$ cat config.mk
export PLATFORM = sky130hd
export DESIGN_NAME = alu_ctrl_seq_flat
export DESIGN_NICKNAME = d
export VERILOG_FILES = /design/src/rtl/alu_ctrl_seq_if.sv /design/src/rtl/alu_ctrl_seq.sv /design/src/flat_wrapper.sv
export SDC_FILE = /design/constraint.sdc
export NUM_CORES = 1
export LEC_CHECK = 0
export BUFFER_PORTS_ARGS = -buffer_cell sky130_fd_sc_hd__buf_2
export CAP_MARGIN = 0
export CORE_MARGIN = 3
export CORE_UTILIZATION = 48
export CTS_CLUSTER_SIZE = 24
export DETAILED_ROUTE_END_ITERATION = 16
export GPL_TIMING_DRIVEN = 1
export PLACE_DENSITY = 0.76
export SLEW_MARGIN = 20
export SYNTH_ARGS = -nofsm -noshare
export SYNTH_HDL_FRONTEND = slang
export SYNTH_SLANG_ARGS = --single-unit
$ cat constraint.sdc
create_clock -name clk -period 1.8 [get_ports clk]
set_input_delay 0.18 -clock clk [delete_from_list [all_inputs] [get_ports clk]]
set_output_delay 0.18 -clock clk [all_outputs]
set_load 0.005 [all_outputs]
$ cat src/rtl/alu_ctrl_seq_if.sv
// rtl/alu_ctrl_seq_if.sv - decode request and ALU control beat handshake bundle
interface alu_ctrl_seq_if #(
    parameter int FUNC_W = 4,
    parameter int CODE_W = 3,
    parameter int CNT_W  = 4
);
    logic              in_valid;
    logic              in_ready;
    logic [2:0]        opcode;
    logic [FUNC_W-1:0] func;
    logic [CNT_W-1:0]  count;
    logic              out_valid;
    logic              out_ready;
    logic [CODE_W-1:0] alu_code;
    logic [CNT_W-1:0]  out_step;
    logic              out_last;
    logic              illegal;

    modport master (
        output in_valid, opcode, func, count, out_ready,
        input  in_ready, out_valid, alu_code, out_step, out_last, illegal
    );

    modport slave (
        input  in_valid, opcode, func, count, out_ready,
        output in_ready, out_valid, alu_code, out_step, out_last, illegal
    );
endinterface

$ cat src/rtl/alu_ctrl_seq.sv
// rtl/alu_ctrl_seq.sv - instruction decode to sequenced ALU control beats
module alu_ctrl_seq #(
    parameter int FUNC_W = 4,
    parameter int CODE_W = 3,
    parameter int CNT_W  = 4
) (
    input logic          clk,
    input logic          rst,
    alu_ctrl_seq_if.slave bus
);
    typedef enum logic [1:0] {IDLE, ISSUE, ITER} state_t;

    state_t            state, state_nx;
    logic [CODE_W-1:0] code_q, code_nx;
    logic [CNT_W-1:0]  step_q, step_nx;
    logic [CNT_W-1:0]  last_q, last_nx;
    logic              ill_q, ill_nx;

    logic [CODE_W-1:0] dec_code;
    logic              dec_multi;
    logic              dec_ill;
    logic [CNT_W-1:0]  dec_last;

    logic valid, last, ready, accept, consume;

    always_comb begin
        dec_code  = '0;
        dec_multi = 1'b0;
        dec_ill   = 1'b0;
        case (bus.opcode)
            3'b000: begin
                if (bus.func < FUNC_W'(8)) begin
                    dec_code = CODE_W'(bus.func[2:0]);
                end else if (bus.func == FUNC_W'(8)) begin
                    dec_code  = CODE_W'(3'b010);
                    dec_multi = 1'b1;
                end else if (bus.func == FUNC_W'(9)) begin
                    dec_multi = 1'b1;
                end else begin
                    dec_ill = 1'b1;
                end
            end
            3'b001, 3'b011, 3'b100: dec_code = '0;
            3'b010, 3'b110:         dec_code = CODE_W'(3'b001);
            default:                dec_ill  = 1'b1;
        endcase
    end

    // Index of the final beat; a zero count still yields one beat.
    assign dec_last = (dec_multi && bus.count != '0) ? bus.count - CNT_W'(1) : '0;

    assign valid   = (state != IDLE);
    assign last    = (state == ISSUE);
    assign ready   = !rst && (!valid || (bus.out_ready && last));
    assign accept  = bus.in_valid && ready;
    assign consume = valid && bus.out_ready;

    assign bus.in_ready  = ready;
    assign bus.out_valid = valid;
    assign bus.out_last  = last;
    assign bus.alu_code  = code_q;
    assign bus.out_step  = step_q;
    assign bus.illegal   = ill_q;

    always_comb begin
        state_nx = state;
        code_nx  = code_q;
        step_nx  = step_q;
        last_nx  = last_q;
        ill_nx   = ill_q;
        if (accept) begin
            code_nx  = dec_code;
            ill_nx   = dec_ill;
            step_nx  = '0;
            last_nx  = dec_last;
            state_nx = (dec_last == '0) ? ISSUE : ITER;
        end else if (consume) begin
            if (state == ITER) begin
                step_nx  = step_q + CNT_W'(1);
                state_nx = (step_q + CNT_W'(1) == last_q) ? ISSUE : ITER;
            end else begin
                state_nx = IDLE;
            end
        end
    end

    always_ff @(posedge clk or posedge rst) begin
        if (rst) begin
            state  <= IDLE;
            code_q <= '0;
            step_q <= '0;
            last_q <= '0;
            ill_q  <= 1'b0;
        end else begin
            state  <= state_nx;
            code_q <= code_nx;
            step_q <= step_nx;
            last_q <= last_nx;
            ill_q  <= ill_nx;
        end
    end
endmodule

$ cat src/flat_wrapper.sv
// flat-port wrapper written by rule: the top's interface ports become plain ports
module alu_ctrl_seq_flat 
#(
    parameter int FUNC_W = 4,
    parameter int CODE_W = 3,
    parameter int CNT_W  = 4
)
  (clk, rst, bus_in_valid, bus_opcode, bus_func, bus_count, bus_out_ready, bus_in_ready, bus_out_valid, bus_alu_code, bus_out_step, bus_out_last, bus_illegal);
  alu_ctrl_seq_if #(.FUNC_W(FUNC_W), .CODE_W(CODE_W), .CNT_W(CNT_W)) bus_i ();
  input logic clk;
  input logic rst;
  input wire logic [$bits(bus_i.in_valid)-1:0] bus_in_valid;
  input wire logic [$bits(bus_i.opcode)-1:0] bus_opcode;
  input wire logic [$bits(bus_i.func)-1:0] bus_func;
  input wire logic [$bits(bus_i.count)-1:0] bus_count;
  input wire logic [$bits(bus_i.out_ready)-1:0] bus_out_ready;
  output wire logic [$bits(bus_i.in_ready)-1:0] bus_in_ready;
  output wire logic [$bits(bus_i.out_valid)-1:0] bus_out_valid;
  output wire logic [$bits(bus_i.alu_code)-1:0] bus_alu_code;
  output wire logic [$bits(bus_i.out_step)-1:0] bus_out_step;
  output wire logic [$bits(bus_i.out_last)-1:0] bus_out_last;
  output wire logic [$bits(bus_i.illegal)-1:0] bus_illegal;
  assign bus_i.in_valid = bus_in_valid;
  assign bus_i.opcode = bus_opcode;
  assign bus_i.func = bus_func;
  assign bus_i.count = bus_count;
  assign bus_i.out_ready = bus_out_ready;
  assign bus_in_ready = bus_i.in_ready;
  assign bus_out_valid = bus_i.out_valid;
  assign bus_alu_code = bus_i.alu_code;
  assign bus_out_step = bus_i.out_step;
  assign bus_out_last = bus_i.out_last;
  assign bus_illegal = bus_i.illegal;
  alu_ctrl_seq #(.FUNC_W(FUNC_W), .CODE_W(CODE_W), .CNT_W(CNT_W)) u_core (.clk(clk), .rst(rst), .bus(bus_i));
endmodule
# Yosys cells after proc, flatten, opt, wreduce, memory -nomap -nowiden
# Cells that the tools add are included.
# word_totals
register_bits,14
input_bits,15
out_inout_bits,11
wordCells,55
# op_classes
n_addsub,2
magnitude_cmp,1
eq_ne,10
muxes,20
reduce_logical,17
# ops
operator,n
two-way mux 4 bit,4
two-way mux 2 bit,6
equality test 4 bit (second input constant),2
two-way mux 1 bit,7
equality test 3 x 2 -> 1 bit (second input constant),2
equality test 3 bit (second input constant),2
one-hot mux 3 bit (2 select lines),1
nonzero test 2 bit,3
logical AND 1 bit,5
OR reduction 5 bit,1
adder 4 x 1 -> 4 bit (second input constant),1
equality test 4 bit,1
logical NOT 4 bit,1
< comparator 4 bit (second input constant),1
nonzero test 4 bit,1
subtractor 4 x 1 -> 4 bit (second input constant),1
equality test 3 x 1 -> 1 bit (second input constant),1
logical NOT 3 bit,1
two-way mux 3 bit,1
equality test 2 x 1 -> 1 bit (second input constant),1
equality test 2 bit (second input constant),1
logical NOT 1 bit,2
one-hot mux 1 bit (2 select lines),1
AND reduction 2 bit,1
2 further kinds,2

# Depth between registers and ports, before layout
# Gate-level depths: netlist of run 1.
# logic_depth
ltp_word,10
mapped_depth,6
mapped_depth_nobuf,6

# Worst setup path after synthesis of run 1
# No wires, ideal clock.
# synth_path
kind,register -> register
from,"register u_core.step_q[0], in the netlist u_core.bus.out_step[0]"
to,register u_core.state[0]
setup_ns,0.131
arrival_ns,1.327
t_required_ns,1.669
path_slack_ns,0.341
path_stages_with_launch,6
path_buffers,0
synth_period_minus_slack_ns,1.459
path_cell_list,dfrtp_1 > ha_1 > xnor2_1 > xnor2_1 > nor4_1 > or3_1
# synth_between
elab_chain_cells,6
# synth_lines
item,line_no,text
from (decl),alu_ctrl_seq.sv:15,"logic [CNT_W-1:0] step_q, step_nx;"
from (signal assigned),alu_ctrl_seq.sv:97,step_q <= step_nx;
adder 4 x 1 -> 4 bit,alu_ctrl_seq.sv:80,state_nx = (step_q + CNT_W'(1) == last_q) ? ISSUE : ITER;
equality test 4 bit,alu_ctrl_seq.sv:80,
two-way mux 2 bit,alu_ctrl_seq.sv:80,
two-way mux 2 bit,alu_ctrl_seq.sv:78,if (state == ITER) begin
two-way mux 2 bit,alu_ctrl_seq.sv:77,end else if (consume) begin
two-way mux 2 bit,alu_ctrl_seq.sv:71,if (accept) begin
to (signal assigned),alu_ctrl_seq.sv:95,state <= state_nx;
to (decl),alu_ctrl_seq.sv:13,"state_t state, state_nx;"
# Every way passes these cells. The select of a mux whose other input is x is not followed.
# A chain may end at the register's enable or synchronous reset.

# Final worst setup path of run 1
# Same ends and word-level chain as after synthesis.

==> results of run 1 <==
[per-layer routing]
| metal | global-route usage, % | vias up | share of wire [%] |
|---|---|---|---|
| li1 | - | 365 | - |
| met1 | 23.2 | 333 | 47 |
| met2 | 27.4 | 17 | 46 |
| met3 | 2.30 | 5 | 4.6 |
| met4 | 8.84 | 0 | 2.1 |
| met5 | 0 | - | 0 |
[layout make-up]
| class | count | share of cell area [%] |
|---|---|---|
| flip-flops and latches | 14 | 34.8 |
| repair buffers | 27 | 14.2 |
| clock buffers | 4 | 3.60 |
| well taps | 16 | 1.99 |
| inverters | 6 | 2.24 |
| multi-input cells | 67 | 43.2 |
[power by group]
part	switching (mW)	leakage [nW]	internal, mW
clock network	0.107	0.0210	0.123
registers	0.0729	0.187	0.390
logic	0.214	0.312	0.198
total	0.394	0.520	0.711
[cells by family (layout without fill, tap and decap cells)]
family                     after synthesis  after routing  synth area share (%)
AOI/OAI and AO/OA                       14             14                  10.2
muxes                                    1              1                  1.23
and+or+nand+nor                         39             39                  26.8
buffers and inverters                    7             37                  3.24
DFF                                     14             14                  43.1
adders and majority gates                3              3                  4.62
xor gates and xnor gates                10             10                  10.8
[layout by cell type (no fill, tap or decap), drive strengths merged, types with 3 or more instances in the layout]
cell type	n
nand2	13
buf	26
xnor2	6
ha	3
inv	6
dfrtp	14
clkbuf	4
xor2	4
o21ai	8
nor3b	3
nand3	4
nor2	6
nor3	3
[path summary, 6_finish.rpt]
path	slack (ns)	start	depth (start not counted)	to
worst max-delay path	0.28	u_core.bus.out_step[0]	5	u_core.state[0]
worst min-delay path	0.12	bus_count[0]	2	u_core.last_q[0]
worst max register to register	0.28	u_core.bus.out_step[0]	5	u_core.state[0]
worst min register to register	0.46	u_core.bus.alu_code[1]	2	u_core.bus.alu_code[1]
max in group asynchronous	0.97	rst	3	u_core.bus.out_step[1]
min in group asynchronous	0.49	rst	3	u_core.bus.alu_code[1]
[state kept, by name, summed over array words and instances, names as in the netlist]
register	cells
u_core.last_q	4
u_core.bus.illegal	1
u_core.bus.out_step	4
u_core.bus.alu_code	3
u_core.state	2
[metrics by stage]
stage                     std cells  hold WS, ns  util [%]  worst slack [ns]
after floorplan                  88       0.0692         -             0.341
after CTS                       134        0.128      65.3             0.256
after global placement          129        0.261      62.3             0.297
after detailed placement        129        0.271      62.3             0.270
after global routing            134        0.156      65.3            0.0767
final                           134        0.121      65.3             0.276
[critical path: stages (launching register included)]
cell and delay, ns:
dfrtp_1 0.44, ha_1 0.25, xnor2_1 0.20, xnor2_1 0.16
nor4_1 0.07, or3_1 0.30
==> run metrics, run 1 <==
Initial DRC Count=5; drt first pass iters=4; RSZ-0062 raised after global routing=false; Max Cap Viol=0; GRT overflow=0; Design Area, Final=1010 µm²; postcts setup bufs=0; #FFs+latches synth=14; Reg area=350 µm²; WL final=1.67 mm; Skew-Pair Late Insertion Delay=0.28 ns; Power Density=1100 nW/µm²; post-route ant nets=0; Pleak=0.520 nW; DR vias=720; Post-DP HPWL=1.30 mm; Initial Util=52.7%; Multi-input gate area=435 µm²; # resized after CTS=0; CTS tree=yes; CP Max Fanout=5; Slew Limit Headroom=65.1%; dominant synthesized flop cell=dfrtp_1; initial antenna violation count=0; Area Overhead vs Synth=24.0%; Post-synth EDFFs=0; GRT Overall Usage=17.4%; worst path arrival time=1.70 ns; Async SR Flop Fraction=100%; global-route wire length before repair=2.70 mm; post-synth cell types=28; fmax=656 MHz; Worst Skew=0.00222 ns; Hold WC Path Type=in2reg; cell with the most instances after synthesis=dfrtp_1; ant diodes=0; Final Hold Fails=0; clock-pin slew on the worst setup and hold paths=0.09 ns; Post-route DRC=0; final net count=137; Seq/Total Area, Yosys=43.1%; Final Wtd Congestion=0.732; CTS sink count=14; Synth area leader=dfrtp_1; clk buf depth=2; total power=1.10 mW; die width=47.1 µm; number of fill cells in the layout=141; vias in the first global route=662; Pins Over Slew Limit=0; synthesized cell area=812 µm²; Post-synth top cells=dfrtp_1, nand2_1, inv_1, nor2_1, xnor2_1; cts hold-fix bufs=1; CP Capture Type=flop; Post-DP Area=961 µm²; outcome=complete, no violations; CTS Buf Count=3; ranking of synthesized cells by area=dfrtp_1, xnor2_1, nand2_1, ha_1, xor2_1; Syn Area/Cell=9.23 µm²; CTS H-tree lvls=1; Synth top area share=43.1%; worst-margin pin slew=0.523 ns; cell count after synthesis=88; Crit path required time=1.97 ns; Peak VDD IR=0.774 mV; Die Y=47.1 µm; layout cells sized above 1=28.8%; Synth warnings=0; Crit Path Class=reg2reg; I/O pin count=26; Setup Viol. Count Final=0; core area=1540 µm²; Root Buffer=clkbuf_4; Tcrit/Tclk final=84.7%; Syn Nets=106; I/O Buffers=25; Via density=5.37; CP Launch Type=flop; Setup TNS Final=0 ns; row cnt=14; fin crit period=1.52 ns; pin count of the biggest net entering global routing=15; Total Die Area=2220 µm²; routed len/inst=12.4 µm
No activity file was read; power rests on OpenSTA's default activity.
==> run 2: changes to the inputs <==
--- a/config.mk
+++ b/config.mk
@@ -5,14 +5,15 @@
 export SDC_FILE = /design/constraint.sdc
 export NUM_CORES = 1
 export LEC_CHECK = 0
+export ABC_AREA = 1
 export BUFFER_PORTS_ARGS = -buffer_cell sky130_fd_sc_hd__buf_2
 export CAP_MARGIN = 0
 export CORE_MARGIN = 3
-export CORE_UTILIZATION = 48
+export CORE_UTILIZATION = 45
 export CTS_CLUSTER_SIZE = 24
 export DETAILED_ROUTE_END_ITERATION = 16
 export GPL_TIMING_DRIVEN = 1
-export PLACE_DENSITY = 0.76
+export PLACE_DENSITY = 0.73
 export SLEW_MARGIN = 20
 export SYNTH_ARGS = -nofsm -noshare
 export SYNTH_HDL_FRONTEND = slang
==> constraint.sdc (replaced) <==
create_clock -name clk -period 1.2 [get_ports clk]
set_input_delay 0.12 -clock clk [delete_from_list [all_inputs] [get_ports clk]]
set_output_delay 0.12 -clock clk [all_outputs]
set_load 0.005 [all_outputs]
==> run metrics, run 2 <==
Initial DRC Count=26; cell count after synthesis=130; setup slack, reg-to-reg=-0.24 ns; Power Density=1860 nW/µm²; CTS tree=yes; Post-synth EDFFs=0; Via density=5.20; CTS H-tree lvls=1; Crit path required time=1.43 ns; ant diodes=0; Final Hold Fails=0; RSZ-0062 raised after global routing=true; Tcrit/Tclk final=120%; Setup Viol. Count Final=15; cell with the most instances after synthesis=nand2_1; fmax=696 MHz; Final Wtd Congestion=0.873; row cnt=15; synthesized cell area=917 µm²; Die Y=51.1 µm; Post-DP HPWL=1.60 mm; CTS sink count=14; CP Capture Type=flop; Setup TNS Final=-1.15 ns; dominant synthesized flop cell=dfrtp_1; #FFs+latches synth=14; worst-margin pin slew=0.533 ns; GRT overflow=0; worst hold start=bus_func[3]; GRT Overall Usage=17.9%; core area=1820 µm²; Seq/Total Area, Yosys=38.2%; Syn Area/Cell=7.05 µm²; routed len/inst=12.7 µm; I/O pin count=26; ranking of synthesized cells by area=dfrtp_1, nand2_1, nand3_1, inv_1, o21ai_0; Synth area leader=dfrtp_1; pre-CTS setup slack=-0.185 ns; commonest non-fill, non-tap cells in the layout=nand2_1, buf_2, inv_1, buf_4, dfrtp_1; CP Launch Type=flop; hold path cells=2; clk buf depth=2; Final WS setup=-0.237 ns; initial antenna violation count=0; Pleak=0.766 nW; Syn Nets=148; die width=51.1 µm; CP Max Fanout=5; drt first pass iters=4; Post-synth top cells=nand2_1, inv_1, nand3_1; Post-DP Area=1140 µm²; Async SR Flop Fraction=100%; I/O Buffers=25; pin count of the biggest net entering global routing=15; Area Overhead vs Synth=52.3%; failing checks=setup timing; RR Endpoint=u_core.state[0]; WHS Endpoint=u_core.bus.alu_code[2]; fin crit period=1.44 ns; worst path arrival time=1.66 ns; Peak VDD IR=0.963 mV; worst reg2reg startpoint=u_core.bus.out_step[0]; Crit Path Class=reg2reg; Total Die Area=2620 µm²; Slew Limit Headroom=64.5%; commonest non-fill, non-tap cell in the layout=nand2_1; Initial Util=50.4%; Design Area, Final=1400 µm²; Post-route DRC=0; FF-to-FF path depth=11; CTS Buf Count=3; Synth top area share=38.2%; post-route ant nets=0; vias in the first global route=913; DR vias=1056; Pins Over Slew Limit=0; final net count=197; post-synth cell types=22; Worst Skew=0.00470 ns; Root Buffer=clkbuf_4; clock-pin slew on the worst setup and hold paths=0.09 ns; Max Cap Viol=0; layout cells sized above 1=45.5%; Hold WC Path Type=in2reg; Synth warnings=0; global-route wire length before repair=3.55 mm; outcome=finished with violations; Skew-Pair Late Insertion Delay=0.28 ns; WL final=2.59 mm
[run 2: cell count changes in the layout (fill, tap and decap cells not counted), moves of 3 or more]
cell,delta
buf_4,+14
buf_6,+3
inv_1,+16
nand2_1,+17
nand2_2,+6
nand2_4,+3
nand3_1,+7
nand3_2,+6
nor2_2,+4
nor2_4,+3
xnor2_1,-6
xor2_1,-4
[run 2: worst max-delay path by stage]
stage | cells past startpoint | start | end | slack [ns]
6_report | 11 | u_core.bus.out_step[0] | u_core.state[0] | -0.24
5_1_grt | 10 | u_core.bus.out_step[0] | u_core.state[1] | -0.30
4_1_cts | 10 | u_core.bus.out_step[1] | u_core.state[0] | -0.15
3_5_place_dp | 8 | u_core.bus.out_step[1] | u_core.state[1] | -0.19
3_3_place_gp | 8 | u_core.bus.out_step[1] | u_core.state[1] | -0.13
2_1_floorplan | 8 | u_core.bus.out_step[0] | u_core.state[1] | -0.15
[run 2: through the flow]
| stage | util (%) | total power [mW] | std cells | hold slack [ns] |
|---|---|---|---|---|
| floorplan | - | 1.33 | 130 | 0.00922 |
| global placement | 62.8 | 1.70 | 189 | 0.214 |
| detailed placement | 62.8 | 1.73 | 189 | 0.219 |
| CTS | 67.1 | 2.17 | 196 | 0.0349 |
| global route | 76.7 | 2.75 | 203 | 0.0494 |
| finish | 76.7 | 2.59 | 203 | 0.0449 |
[run 2: cell families (layout without fill, tap and decap cells)]
| kind of cell | after synthesis | count (layout) | synth area share, % |
|---|---|---|---|
| buffers and inverters | 25 | 73 | 10.8 |
| AND/OR/NAND/NOR | 72 | 72 | 36.8 |
| flip-flops | 14 | 14 | 38.2 |
| adder cells (fa/ha/maj) | 3 | 3 | 4.09 |
| AO/OA/AOI/OAI | 16 | 16 | 10.1 |
[run 2: timing repair]
| action | in CTS | in global routing |
|---|---|---|
| resized for setup | 3 | 36 |
| cloned | 0 | 1 |
| setup buffers | 2 | 6 |
| endpoints found under the hold margin | 14 | 0 |
| pin swaps | 3 | 8 |
| hold buffers | 1 | 0 |
| setup endpoints to repair | 11 | 13 |
[run 2: power by group]
part	switching (mW)	internal, mW
logic	0.793	0.693
registers	0.144	0.626
clock network	0.153	0.185
total	1.09	1.50
[run 2: worst max-delay path, stage by stage (launching register included)]
cell	delay (ns)
dfrtp_1	0.42
buf_4	0.15
buf_6	0.12
nand3_1	0.07
nand2_1	0.09
nand2_1	0.12
nand2_1	0.07
nand2_1	0.11
nand3_1	0.09
nand2_1	0.07
nand2_1	0.04
nand2_1	0.04
[run 2: area by class of cell]
cell class / instances / area (µm²)
clock buffers: 4 / 36.3
inverters: 24 / 92.6
multi-input cells: 91 / 583
flip-flops and latches: 14 / 352
repair buffers: 45 / 302
well taps: 25 / 31.3
fillers: 130 / 424
[run 2: per-layer routing]
layer / share of wire [%] / up-vias / global-route usage, %
met5: 0 / - / 0
met4: 3.3 / 0 / 11.2
met3: 7.1 / 14 / 3.50
met2: 51 / 52 / 31.3
met1: 39 / 483 / 19.7
li1: - / 507 / -
